File: config.mk
export PLATFORM = sky130hd
export DESIGN_NAME = invader_march_ctrl
export DESIGN_NICKNAME = d
export VERILOG_FILES = /design/src/rtl/invader_march_ctrl_pkg.sv /design/src/rtl/invader_march_ctrl_speed_tick_gen.sv /design/src/rtl/invader_march_ctrl.sv
export SDC_FILE = /design/constraint.sdc
export NUM_CORES = 1
export LEC_CHECK = 0
export CAP_MARGIN = 10
export CORE_ASPECT_RATIO = 1.2
export CORE_MARGIN = 10
export CORE_UTILIZATION = 29
export DETAILED_ROUTE_END_ITERATION = 8
export SLEW_MARGIN = 10
export SYNTH_ARGS = -nofsm -noshare
export SYNTH_HDL_FRONTEND = slang
export SYNTH_SLANG_ARGS = --single-unit
File: constraint.sdc
create_clock -name CLK -period 6.7 [get_ports CLK]
set_clock_uncertainty 0.05 [all_clocks]
set_input_delay 1.005 -clock CLK [delete_from_list [all_inputs] [get_ports CLK]]
set_output_delay 1.005 -clock CLK [all_outputs]
set_load 0.01 [all_outputs]
File: src/rtl/invader_march_ctrl_pkg.sv
// Shared types and constants for the alien formation march controller.
package invader_march_ctrl_pkg;

  localparam int unsigned ALIVE_W = 6;
  localparam int unsigned LVL_W   = 3;

  localparam int unsigned THR_L0 = 40;
  localparam int unsigned THR_L1 = 25;
  localparam int unsigned THR_L2 = 12;
  localparam int unsigned THR_L3 = 4;

  typedef enum logic [1:0] {
    ST_IDLE    = 2'd0,
    ST_MARCH   = 2'd1,
    ST_DESCEND = 2'd2,
    ST_LANDED  = 2'd3
  } state_e;

  // Fewer aliens left means a faster march.
  function automatic logic [LVL_W-1:0] lvl_from_alive(input logic [ALIVE_W-1:0] alive);
    if (alive >= ALIVE_W'(THR_L0))      return LVL_W'(0);
    else if (alive >= ALIVE_W'(THR_L1)) return LVL_W'(1);
    else if (alive >= ALIVE_W'(THR_L2)) return LVL_W'(2);
    else if (alive >= ALIVE_W'(THR_L3)) return LVL_W'(3);
    else                                return LVL_W'(4);
  endfunction

endpackage

File: src/rtl/invader_march_ctrl_speed_tick_gen.sv
// Movement tick generator: period is BASE_PERIOD shifted down by the speed level.
module invader_march_ctrl_speed_tick_gen
  import invader_march_ctrl_pkg::*;
#(
  parameter int unsigned BASE_PERIOD = 50_000_000,
  parameter int unsigned CNT_W       = 26
) (
  input  logic             CLK,
  input  logic             Rst,
  input  logic             en,
  input  logic             clr,
  input  logic [LVL_W-1:0] lvl,
  output logic             tick
);

  logic [CNT_W-1:0] cnt_q, cnt_d;
  logic [CNT_W-1:0] last_c;

  assign last_c = (CNT_W'(BASE_PERIOD) >> lvl) - CNT_W'(1);
  // >= so a speed-up that shortens the period below the current count fires at once
  assign tick   = en && (cnt_q >= last_c);

  always_comb begin
    cnt_d = cnt_q;
    if (clr)     cnt_d = '0;
    else if (en) cnt_d = tick ? '0 : cnt_q + CNT_W'(1);
  end

  always_ff @(posedge CLK or negedge Rst) begin
    if (!Rst) cnt_q <= '0;
    else      cnt_q <= cnt_d;
  end

endmodule

File: src/rtl/invader_march_ctrl.sv
// Alien formation march sequencer: speed selection, wall bounce/descent, landing detect.
module invader_march_ctrl
  import invader_march_ctrl_pkg::*;
#(
  parameter int unsigned BASE_PERIOD = 50_000_000,
  parameter int unsigned CNT_W       = 26,
  parameter int unsigned POS_W       = 10,
  parameter int unsigned X_START     = 64,
  parameter int unsigned Y_START     = 32,
  parameter int unsigned X_MIN       = 8,
  parameter int unsigned X_MAX       = 400,
  parameter int unsigned STEP_X      = 8,
  parameter int unsigned STEP_Y      = 16,
  parameter int unsigned Y_LAND      = 416
) (
  input  logic               CLK,
  input  logic               Rst,
  input  logic               start,
  input  logic               pause,
  input  logic [ALIVE_W-1:0] alive_cnt,
  output logic [POS_W-1:0]   frm_x,
  output logic [POS_W-1:0]   frm_y,
  output logic               dir,
  output logic [LVL_W-1:0]   speed_lvl,
  output logic               step_pulse,
  output logic               wave_clr,
  output logic               landed
);

  localparam int unsigned SUM_W = POS_W + 1;

  state_e           state_q, state_d;
  logic [POS_W-1:0] x_q, x_d, y_q, y_d;
  logic             dir_q, dir_d;
  logic [LVL_W-1:0] lvl_q, lvl_d;
  logic             step_q, step_d, wclr_q, wclr_d, landed_q, landed_d;
  logic             marching_c, tick_en_c, tick_c, clr_c, at_wall_c;
  logic [SUM_W-1:0] sum_x_c, sum_y_c;

  assign marching_c = (state_q == ST_MARCH) || (state_q == ST_DESCEND);
  assign tick_en_c  = marching_c && !pause;

  invader_march_ctrl_speed_tick_gen #(
    .BASE_PERIOD(BASE_PERIOD),
    .CNT_W      (CNT_W)
  ) u_tick (
    .CLK (CLK),
    .Rst (Rst),
    .en  (tick_en_c),
    .clr (clr_c),
    .lvl (lvl_q),
    .tick(tick_c)
  );

  // One extra bit keeps the wall and landing compares from wrapping.
  assign sum_x_c   = {1'b0, x_q} + SUM_W'(STEP_X);
  assign sum_y_c   = {1'b0, y_q} + SUM_W'(STEP_Y);
  assign at_wall_c = dir_q ? (sum_x_c > SUM_W'(X_MAX))
                           : ({1'b0, x_q} < SUM_W'(X_MIN + STEP_X));

  always_comb begin
    state_d = state_q;
    x_d     = x_q;
    y_d     = y_q;
    dir_d   = dir_q;
    lvl_d   = lvl_from_alive(alive_cnt);
    step_d  = 1'b0;
    wclr_d  = 1'b0;
    clr_c   = 1'b0;
    if (!pause) begin
      case (state_q)
        ST_IDLE, ST_LANDED: begin
          if (start) begin
            x_d     = POS_W'(X_START);
            y_d     = POS_W'(Y_START);
            dir_d   = 1'b1;
            clr_c   = 1'b1;
            state_d = ST_MARCH;
          end
        end
        ST_MARCH: begin
          if (alive_cnt == '0) begin
            wclr_d  = 1'b1;
            state_d = ST_IDLE;
          end else if (tick_c) begin
            if (at_wall_c) begin
              state_d = ST_DESCEND;
            end else begin
              x_d    = dir_q ? sum_x_c[POS_W-1:0] : x_q - POS_W'(STEP_X);
              step_d = 1'b1;
            end
          end
        end
        ST_DESCEND: begin
          if (alive_cnt == '0) begin
            wclr_d  = 1'b1;
            state_d = ST_IDLE;
          end else if (tick_c) begin
            y_d     = sum_y_c[POS_W-1:0];
            dir_d   = !dir_q;
            step_d  = 1'b1;
            state_d = (sum_y_c >= SUM_W'(Y_LAND)) ? ST_LANDED : ST_MARCH;
          end
        end
        default: state_d = ST_IDLE;
      endcase
    end
    landed_d = (state_d == ST_LANDED);
  end

  always_ff @(posedge CLK or negedge Rst) begin
    if (!Rst) begin
      state_q  <= ST_IDLE;
      x_q      <= POS_W'(X_START);
      y_q      <= POS_W'(Y_START);
      dir_q    <= 1'b1;
      lvl_q    <= '0;
      step_q   <= 1'b0;
      wclr_q   <= 1'b0;
      landed_q <= 1'b0;
    end else begin
      state_q  <= state_d;
      x_q      <= x_d;
      y_q      <= y_d;
      dir_q    <= dir_d;
      lvl_q    <= lvl_d;
      step_q   <= step_d;
      wclr_q   <= wclr_d;
      landed_q <= landed_d;
    end
  end

  assign frm_x      = x_q;
  assign frm_y      = y_q;
  assign dir        = dir_q;
  assign speed_lvl  = lvl_q;
  assign step_pulse = step_q;
  assign wave_clr   = wclr_q;
  assign landed     = landed_q;

endmodule
==> results of run 1 <==
## worst register-to-register path, cell delays in order (launching register included)
cell and delay (ps):
dfrtp_1 510, nand2_1 170, inv_1 130, nand2_1 110, ha_1 290, a211oi_1 200
a21oi_1 60, a21oi_1 140, ha_1 250, nand4_1 100, nor3_1 80, o41a_1 690
or3_1 710, or4_1 590, nand3_1 80
## metal layers
| layer | vias to the layer above | routed length, um | global-route usage |
|---|---|---|---|
| met4 | 0 | 114 | 0.0317 |
| met1 | 1679 | 4490 | 0.132 |
| met3 | 7 | 483 | 0.0247 |
| met5 | - | 0 | 0 |
| met2 | 84 | 4600 | 0.174 |
| li1 | 1743 | - | - |
## flip-flops by register name (all words and copies together), names as in the netlist
name and flops:
u_tick.cnt_q 26, frm_x 7, frm_y 6, speed_lvl 3
state_q 2, dir 1, landed 1, step_pulse 1
wave_clr 1
## cell usage after synthesis (2+ instances only)
master / number
a2bb2oi_1: 2
nor2_1: 26
xor2_1: 7
and2_1: 8
nor4_1: 13
o211ai_1: 7
nand2_1: 54
nand3_1: 23
o31ai_1: 2
dfstp_2: 3
xnor2_1: 5
nand2b_1: 2
buf_4: 7
a22o_1: 2
a21oi_1: 29
a21o_1: 6
buf_1: 4
a211oi_1: 3
or3_1: 7
o41a_1: 2
nor3b_1: 2
buf_2: 8
nor3_1: 10
a31oi_1: 3
nand3b_1: 3
or4_1: 2
o21bai_1: 3
o2111ai_1: 2
clkbuf_1: 12
mux2i_1: 7
o22a_1: 2
nand4b_1: 2
o31a_1: 2
o21ai_0: 45
or2_2: 2
dfrtp_1: 45
ha_1: 34
and4_1: 5
a32oi_1: 2
inv_1: 28
and3_1: 10
nand4_1: 7
## per-stage QoR
stage	util	area (um2)	power, W	instances
after floorplan	-	3860	0.000545	480
final	0.344	4400	0.000918	652
after detailed placement	0.330	4220	0.000623	644
after CTS	0.344	4390	0.000930	652
after global routing	0.344	4400	0.000981	652
after global placement	0.330	4220	0.000616	644
## logic make-up after synthesis
logic type	count (synthesis)	synth area share
xor gates and xnor gates	12	0.0274
DFF	48	0.314
adders and majority gates	34	0.111
muxes	8	0.0212
and+or+nand+nor	182	0.243
AOI/OAI and AO/OA	129	0.214
buffers and inverters	60	0.0682
other	1	0.000978
## area by class of cell
class                           count  area (um2)
Sequential cell                    48        1200
Clock buffer                        6         139
Inverter                           29         109
Tap cell                          164         205
Fill cell                        1333        8380
Clock inverter                      2        38.8
Multi-Input combinational cell    372        2400
Timing Repair Buffer               31         303
## report_power, final
group | internal [W] | total [W] | switching, W
Combinational | 0.000106 | 0.000283 | 0.000177
Clock | 0.000187 | 0.000301 | 0.000114
Sequential | 0.000309 | 0.000334 | 0.0000252
## worst paths after layout
kind / start / to / slack (ps) / cells past startpoint
min in group asynchronous: Rst / frm_y[7] / 680 / 1
setup / recovery: speed_lvl[2] / u_tick.cnt_q[25] / 2490 / 14
setup reg to reg: speed_lvl[2] / u_tick.cnt_q[25] / 2490 / 14
max in group asynchronous: Rst / u_tick.cnt_q[20] / 5500 / 1
hold reg to reg: u_tick.cnt_q[16] / u_tick.cnt_q[16] / 490 / 1
hold / removal: u_tick.cnt_q[16] / u_tick.cnt_q[16] / 490 / 1
==> results by group, run 1 <==
Status
  • Status: complete, no violations

Timing
  • Min cycle time layout: 4210 ps
  • Setup violators final: 0
  • Period Utilization, post-route: 0.629
  • Relative slew slack: 0.412
  • Slew Viols, Final: 0
  • Setup repair after global routing missed its margin: no
  • Final hold violation count: 0
  • WHS: 488 ps
  • Worst Tran Pin Value: ~870 ps
  • TNS Setup: 0 ps
  • PnR worst setup slack: approximately 2500 ps
  • Achievable clock frequency: 237 MHz

Clocking
  • CTS Buffer Depth: 2
  • Worst-path clk slew: 70 ps
  • CTS resizes: 0
  • CTS buffer count: 5
  • H-tree depth: 2
  • Latest clock arrival within the worst-skew pair: 300 ps
  • CTS tree: yes
  • Setup bufs post-CTS: 0
  • CTS root buf: clkbuf_16
  • Hold bufs inserted after CTS: 0
  • CTS sink cnt: 48

Logic synthesis
  • Cells after synthesis: between 400 and 500
  • Syn_area_per_cell: roughly 8.1 um2
  • Post-synth cell types: approximately 70
  • EDFF count, synth: 0
  • Post-synth ARST share: 1.00
  • Cell taking the most area after synthesis: dfrtp_1
  • Yosys warning count: 0
  • #FFs+latches synth: 48
  • Sequential area share after synthesis: 0.314
  • Dominant cells by area after synthesis: dfrtp_1 29%, ha_1 11%, o21ai_0 5.9%
  • Ys flop type: dfrtp_1
  • Mapped cell area: 0.00384 mm2
  • Top-area cell type share of the netlist area: 0.294

Power and ir drop
  • Power density cells: 209 mW/mm2
  • Maximum VDD drop: 93.6 uV
  • Static leakage: 1.89 nW

Critical path
  • Slowest stage delay, CP: 700 ps
  • CP required: 6880 ps
  • Largest fanout on the critical path: 20
  • Arr. time, crit path: 4390 ps
  • CP delay by family, top: simple AND/OR/NAND/NOR gates
  • Crit-path cells: nand2_1 > inv_1 > nand2_1 > ha_1 > a211oi_1 > a21oi_1 > a21oi_1 > ha_1 > nand4_1 > nor3_1 > o41a_1 > or3_1 > or4_1 > nand3_1
  • WP buf/inv: 1
  • Startpoint Class: flip-flop
  • Crit. End Element: flip-flop
  • Worst path slowest cell: or3_1
  • Critical path class: reg -> reg

Job
  • # Max-Cap Violations: 0

Placed design
  • Hpwl dp: between 7000 and 8000 um
  • Port bufs: 29
  • DP Worst Slack: 2530 ps
  • GPL Wtd Cong: 0.893

Finish
  • P&R area growth vs syn: 14.6%
  • Share of layout cells above drive strength 1: 0.0471
  • Diode count: 0
  • Nets: 531
  • Most common cell after layout, fill and taps aside: nand2_1
  • Most frequent cells in the layout: 54 x nand2_1, 45 x o21ai_0, 45 x dfrtp_1

Detailed routing
  • Post-DR vias/cell: 5.39
  • Antenna Nets Post-Route: 0
  • DRC: 0
  • First-pass DRT Iterations: 4
  • Via count: 3513
  • Routed WL per cell: 14.8 um
  • Detailed Route WL: roughly 9700 um
  • Initial DRC Count: 234

Die
  • Core ar.: 0.0128 mm2
  • Initial Util: 0.300
  • Die Ht: between 100 and 150 um
  • Row Count: 45
  • Die X: approximately 120 um
  • Ports: 37
  • DIE AREA: approximately 0.018 mm2

GRT
  • Initial antenna violation count: 0
  • First-pass GRT wire length: 16700 um
  • Vias in the first global route: 3398
  • Largest net degree at the start of global routing: 49
  • Tot GR Track Use: 0.105
  • Congestion Overflow GR: 0

Hold path
  • Worst hold path class: reg -> reg
Note: power is estimated with default switching activity, not from simulation.
==> run 2, diff against run 1 <==
==> constraint.sdc (replaced) <==
create_clock -name CLK -period 3.9 [get_ports CLK]
set_clock_uncertainty 0.05 [all_clocks]
set_input_delay 0.585 -clock CLK [delete_from_list [all_inputs] [get_ports CLK]]
set_output_delay 0.585 -clock CLK [all_outputs]
set_load 0.01 [all_outputs]
==> run 2 against run 1 <==
Net effect: sequential cell count unchanged; sequential power increased by 72%; register-to-register slack got worse by 2300 ps; non-clock buffer count increased by 6; combinational power increased by 78%; global-route usage increased by 0.22 points; die area unchanged; maximum frequency increased by 15%.
==> results by group, run 2 (synthesized netlist as in run 1, its figures left out) <==
Critical path
  • Critical path class: reg -> reg
  • Arr. time, crit path: 3830 ps (-560 ps)
  • Startpoint Class: flip-flop
  • Largest fanout on the critical path: 11 (-45%)
  • CP required: 4060 ps (-2820 ps)
  • Crit. End Element: flip-flop
  • R2r setup slk: 230 ps (-2260 ps)

Clocking
  • CTS buffer count: 5 (unchanged)
  • H-tree depth: 2 (unchanged)
  • CTS Buffer Depth: 2 (unchanged)
  • CTS root buf: clkbuf_16
  • Hold bufs inserted after CTS: 0 (unchanged)
  • Latest clock arrival within the worst-skew pair: 290 ps (about the same)
  • CTS tree: yes
  • CTS sink cnt: 48 (unchanged)
  • Worst-path clk slew: 70 ps (about the same)

Timing
  • Period Utilization, post-route: 0.941 (+0.313)
  • WHS: 230 ps (-258 ps)
  • Relative slew slack: 0.481 (+0.0686)
  • Slew Viols, Final: 0 (unchanged)
  • Achievable clock frequency: 272 MHz (+15%)
  • TNS Setup: 0 ps (unchanged)
  • Worst Tran Pin Value: 779 ps (-94.9 ps)
  • Final hold violation count: 0 (unchanged)
  • Setup violators final: 0 (unchanged)
  • Min cycle time layout: 3670 ps (-540 ps)

Detailed routing
  • First-pass DRT Iterations: 4 (unchanged)
  • Detailed Route WL: 10100 um (+3.9%)
  • Routed WL per cell: 15.3 um (+3.0%)
  • Via count: 3607 (+2.7%)
  • WL met1: 4560 um (+1.6%)
  • Post-DR vias/cell: 5.48 (+1.7%)
  • Initial DRC Count: 214 (-8.5%)
  • Antenna Nets Post-Route: 0 (unchanged)
  • Highest metal used: met4
  • WL met2: 4910 um (+6.9%)
  • Met3 wire len: 447 um (-7.5%)
  • DRC: 0 (unchanged)

GRT
  • Vias in the first global route: 3446 (+1.4%)
  • Congestion Overflow GR: 0 (unchanged)
  • Largest net degree at the start of global routing: 26 (-47%)
  • First-pass GRT wire length: 16900 um (+1.4%)
  • Initial antenna violation count: 0 (unchanged)
  • Tot GR Track Use: 0.108 (+0.00223)

Finish
  • Multi-input logic area: 0.00240 mm2 (+0.31%)
  • Diode count: 0 (unchanged)
  • Seq. cell area: 0.00121 mm2 (+0.10%)
  • Max reg flops: 26 (unchanged)
  • Share of layout cells above drive strength 1: 0.0607 (+0.0136)
  • Nets: 537 (+1.1%)
  • Most common cell after layout, fill and taps aside: nand2_1
  • Largest Register: u_tick.cnt_q
  • Design area: 0.00442 mm2 (+0.60%)
  • Most frequent cells in the layout: 54 x nand2_1, 45 x o21ai_0, 44 x dfrtp_1
  • Final cell count without fillers: 658 (+0.92%)
  • P&R area growth vs syn: 15.3%
  • Fillcell total: 1318 (-1.1%)

Placed design
  • Area post-placement: 0.00426 mm2 (+1.1%)
  • Port bufs: 29 (unchanged)
  • Placed insts: 650 (+0.93%)
  • GPL Wtd Cong: 0.882 (-1.2%)
  • Hpwl dp: 7610 um (+7.6%)

Power and ir drop
  • Switching power share of the total: 0.362 (+0.0179)
  • Maximum VDD drop: 201 uV (+110%)
  • Int Pwr: 0.000979 W (+63%)
  • Total power: 0.00154 W (+67%)
  • Combinational share of power: 0.328 (+0.020)
  • Sequential share of power: 0.374 (+0.010)
  • Static leakage: 1.91 nW (+1.0%)
  • Clock Power Share: 0.298 (-0.030)
  • Power density cells: 347 mW/mm2 (+66%)
  • P_sw: 0.000556 W (+76%)

Die
  • Ports: 37 (unchanged)
  • Row Count: 45 (unchanged)
  • Die Ht: 146 um (unchanged)
  • Initial Util: 0.300 (unchanged)
  • Die X: 125 um (unchanged)
  • Core ar.: 0.0128 mm2 (unchanged)
  • DIE AREA: 0.0182 mm2 (unchanged)

Job
  • # Max-Cap Violations: 0 (unchanged)

Status
  • Status: complete, no violations

Hold path
  • Worst hold path class: in -> async
[run 2: cell types whose count changed in the layout (fill, tap and decap cells not counted), sizes merged]
cell	before	now
buf	3	9
bufinv	1	0
inv	28	29
[run 2: layout make-up]
class | count | share of cell area
tap | 164 | 0.0464
timing repair buffer | 37 | 0.0781
clock buffer | 6 | 0.0314
clock inverter | 2 | 0.00311
inverter | 29 | 0.0246
sequential | 48 | 0.273
multi-input combinational | 372 | 0.544
[run 2: power groups by stage]
stage	Clock (W)	Sequential [W]	Combinational (W)
floorplan	0	0.000568	0.000368
global placement	0	0.000581	0.000488
detailed placement	0	0.000584	0.000498
CTS	0.000476	0.000574	0.000499
global route	0.000489	0.000581	0.000564
finish	0.000457	0.000575	0.000503
[run 2: timing repair]
action,CTS,global route
buffers inserted,0,0
gates resized for setup,0,2
endpoints found under the setup margin,0,9
[run 2: final timing paths]
kind / endpoint / start / depth (start not counted)
hold / removal: frm_y[8] / Rst / 1
min in group CLK: u_tick.cnt_q[0] / u_tick.cnt_q[0] / 1
setup reg to reg: u_tick.cnt_q[3] / speed_lvl[2] / 14
setup / recovery: u_tick.cnt_q[3] / speed_lvl[2] / 14
max in group asynchronous: frm_x[6] / Rst / 2
hold reg to reg: u_tick.cnt_q[0] / u_tick.cnt_q[0] / 1
[run 2: worst max-delay path, cell delays in order (launching register included)]
cell and delay (ps):
dfrtp_1 510, clkinv_1 310, nand2_1 220, nor2_1 100
a211oi_1 250, a21oi_1 80, a21oi_1 140, ha_1 250
nand4_1 100, nor3_1 70, o41a_1 410, or3_1 450
buf_4 220, or3_1 340, o21ai_0 80
[run 2: metrics by stage]
step | util | setup WS (ps)
4_1_cts | 0.345 | 211
3_3_place_gp | 0.333 | 399
2_1_floorplan | - | 511
6_report | 0.346 | 229
5_1_grt | 0.346 | -3.44
3_5_place_dp | 0.333 | 248
[run 2: per-layer routing]
layer / up-vias / global-route usage
met5: - / 0
met4: 0 / 0.0340
met3: 13 / 0.0237
met2: 83 / 0.184
met1: 1750 / 0.130
li1: 1761 / -
==> run 3, diff against run 2 <==
--- a/config.mk
+++ b/config.mk
@@ -5,11 +5,13 @@
 export SDC_FILE = /design/constraint.sdc
 export NUM_CORES = 1
 export LEC_CHECK = 0
+export ABC_AREA = 0
 export CAP_MARGIN = 10
 export CORE_ASPECT_RATIO = 1.2
 export CORE_MARGIN = 10
-export CORE_UTILIZATION = 29
+export CORE_UTILIZATION = 42
 export DETAILED_ROUTE_END_ITERATION = 8
+export MAX_ROUTING_LAYER = met4
 export SLEW_MARGIN = 10
 export SYNTH_ARGS = -nofsm -noshare
 export SYNTH_HDL_FRONTEND = slang
==> run 3 against run 2 <==
Net effect: clock power fell by 16%; critical path depth shrank 1; combinational power rose by 2%; die area down 27%; total power down 3.9%; via count down 1.1%; worst setup slack better by 84 ps; maximum frequency is 2.3% higher; hold slack improved by 94 ps; final area fell by 2.0%; largest power group unchanged.
==> results by group, run 3 (synthesized netlist as in run 1, its figures left out) <==
Die
  • Die X: 107 um (-14%)
  • Row Count: 38 (-16%)
  • Core ar.: 0.00899 mm2 (-30%)
  • DIE AREA: 0.0134 mm2 (-27%)
  • Die Ht: 125 um (-15%)
  • Initial Util: 0.427 (+0.127)
  • Ports: 37 (unchanged)

Critical path
  • Arr. time, crit path: 3780 ps (-50 ps)
  • Slowest stage delay, CP: 600 ps (+90 ps)
  • WP buf/inv: 1 (-1)
  • Largest fanout on the critical path: 14 (+3)
  • Crit-path cells: nand3_1 > ha_1 > a211oi_1 > a21oi_1 > a21oi_1 > ha_1 > nand4_1 > nor3_1 > o41a_1 > or3_4 > buf_4 > or3_1 > o21ai_0
  • CP delay by family, top: simple AND/OR/NAND/NOR gates
  • Crit. End Element: flip-flop
  • Startpoint Class: flip-flop
  • Critical path class: reg -> reg
  • Worst path slowest cell: dfrtp_1
  • CP required: 4090 ps (+30 ps)

Power and ir drop
  • Maximum VDD drop: 176 uV (-12%)
  • Static leakage: 1.89 nW (-0.90%)
  • Power density cells: 340 mW/mm2 (-2.0%)

Detailed routing
  • Post-DR vias/cell: 5.80 (+5.8%)
  • Via count: 3566 (-1.1%)
  • First-pass DRT Iterations: 5 (+1)
  • DRC: 0 (unchanged)
  • Routed WL per cell: 16.7 um (+9.1%)
  • Antenna Nets Post-Route: 0 (unchanged)
  • Initial DRC Count: 188 (-12%)
  • Detailed Route WL: 10300 um (+1.9%)

Timing
  • Relative slew slack: 0.446 (-0.0348)
  • Final hold violation count: 0 (unchanged)
  • Worst Tran Pin Value: 831 ps (+52.3 ps)
  • Setup repair after global routing missed its margin: no
  • Min cycle time layout: 3590 ps (-83.8 ps)
  • Setup violators final: 0 (unchanged)
  • TNS Setup: 0 ps (unchanged)
  • Slew Viols, Final: 0 (unchanged)
  • Achievable clock frequency: 279 MHz (+2.3%)
  • Period Utilization, post-route: 0.920 (-0.0215)

Placed design
  • Port bufs: 29 (unchanged)
  • Area post-placement: 0.00421 mm2 (-1.1%)
  • Hpwl dp: 7680 um (+0.92%)
  • GPL Wtd Cong: 0.918 (+4.1%)

GRT
  • First-pass GRT wire length: 17000 um (+0.66%)
  • Largest net degree at the start of global routing: 49 (+88%)
  • Congestion Overflow GR: 0 (unchanged)
  • Vias in the first global route: 3425 (-0.61%)
  • Initial antenna violation count: 0 (unchanged)
  • Tot GR Track Use: 0.157 (+0.0488)

Finish
  • Diode count: 0 (unchanged)
  • Design area: 0.00434 mm2 (-2.0%)
  • Nets: 538 (+0.19%)
  • Max reg flops: 26 (unchanged)
  • Share of layout cells above drive strength 1: 0.0646 (+0.00392)
  • Largest Register: u_tick.cnt_q
  • P&R area growth vs syn: 13.0%
  • Most common cell after layout, fill and taps aside: nand2_1
  • Most frequent cells in the layout: 54 x nand2_1, 45 x o21ai_0, 44 x dfrtp_1

Hold path
  • Worst hold path class: in -> async

Status
  • Status: complete, no violations

Clocking
  • CTS sink cnt: 48 (unchanged)
  • CTS root buf: clkbuf_8
  • Latest clock arrival within the worst-skew pair: 320 ps (+30 ps)
  • CTS tree: yes
  • CTS buffer count: 5 (unchanged)
  • H-tree depth: 2 (unchanged)
  • CTS Buffer Depth: 2 (unchanged)
  • Setup bufs post-CTS: 0 (unchanged)
  • Worst-path clk slew: 110 ps (+40 ps)

Job
  • # Max-Cap Violations: 0 (unchanged)
## run 3: cell types whose count changed in the layout (fill, tap and decap cells not counted)
cell	delta
clkbuf_8	+4
bufinv_16	+1
clkinv_2	-1
or3_4	+1
clkinvlp_4	+1
clkbuf_16	-5
o21ai_2	+1
buf_4	+1
o21ai_4	-1
or3_1	-1
## run 3: power by group
| group | total, W | switching, W | leakage [nW] | internal (W) |
|---|---|---|---|---|
| combinational | 0.000511 | 0.000316 | 1.19 | 0.000195 |
| clock | 0.000386 | 0.000192 | 0.0548 | 0.000194 |
| sequential | 0.000579 | 0.0000482 | 0.646 | 0.000530 |
## run 3: worst register-to-register path, stage by stage (launching register included)
cell      delay, ps
dfrtp_1         600
nand3_1         190
ha_1            320
a211oi_1        190
a21oi_1          60
a21oi_1         150
ha_1            250
nand4_1         100
nor3_1           70
o41a_1          490
or3_4           420
buf_4           200
or3_1           340
o21ai_0          80
## run 3: area by class of cell
type | count | area (um2)
fillers | 898 | 4650
multi-input cells | 372 | 2400
flip-flops and latches | 48 | 1210
repair buffers | 38 | 353
well taps | 120 | 150
inverters | 29 | 109
clock buffers | 5 | 68.8
clock inverters | 3 | 46.3
## run 3: final timing paths
path                                  from               to  slack [ps]  depth (start not counted)
max                           speed_lvl[1]  u_tick.cnt_q[5]         310                         13
min                                    Rst         frm_y[9]         320                          2
max reg2reg                   speed_lvl[1]  u_tick.cnt_q[5]         310                         13
min reg2reg                u_tick.cnt_q[6]  u_tick.cnt_q[6]         510                          1
max in group asynchronous              Rst     speed_lvl[2]        3020                          2
min in group CLK           u_tick.cnt_q[6]  u_tick.cnt_q[6]         510                          1
## run 3: repair_timing
action	CTS	global route
hold buffers	0	0
gates resized for setup	0	2
endpoints found under the setup margin	0	5
## run 3: per-stage QoR
step | util | total power (W) | worst slack [ps] | hold WS [ps] | instances
2_1_floorplan | - | 0.000936 | 511 | 239 | 480
3_3_place_gp | 0.469 | 0.00108 | 322 | 479 | 607
3_5_place_dp | 0.469 | 0.00109 | 202 | 493 | 607
4_1_cts | 0.482 | 0.00148 | 176 | 335 | 615
5_1_grt | 0.482 | 0.00157 | 88.0 | 368 | 615
6_report | 0.482 | 0.00147 | 313 | 324 | 615
## run 3: layer usage
layer  vias up  share of wire  GRT usage
li1       1761              -          -
met1      1697           0.44      0.181
met2        87           0.50      0.262
met3        21          0.044     0.0254
met4         0          0.022     0.0607
met5         -              0          -
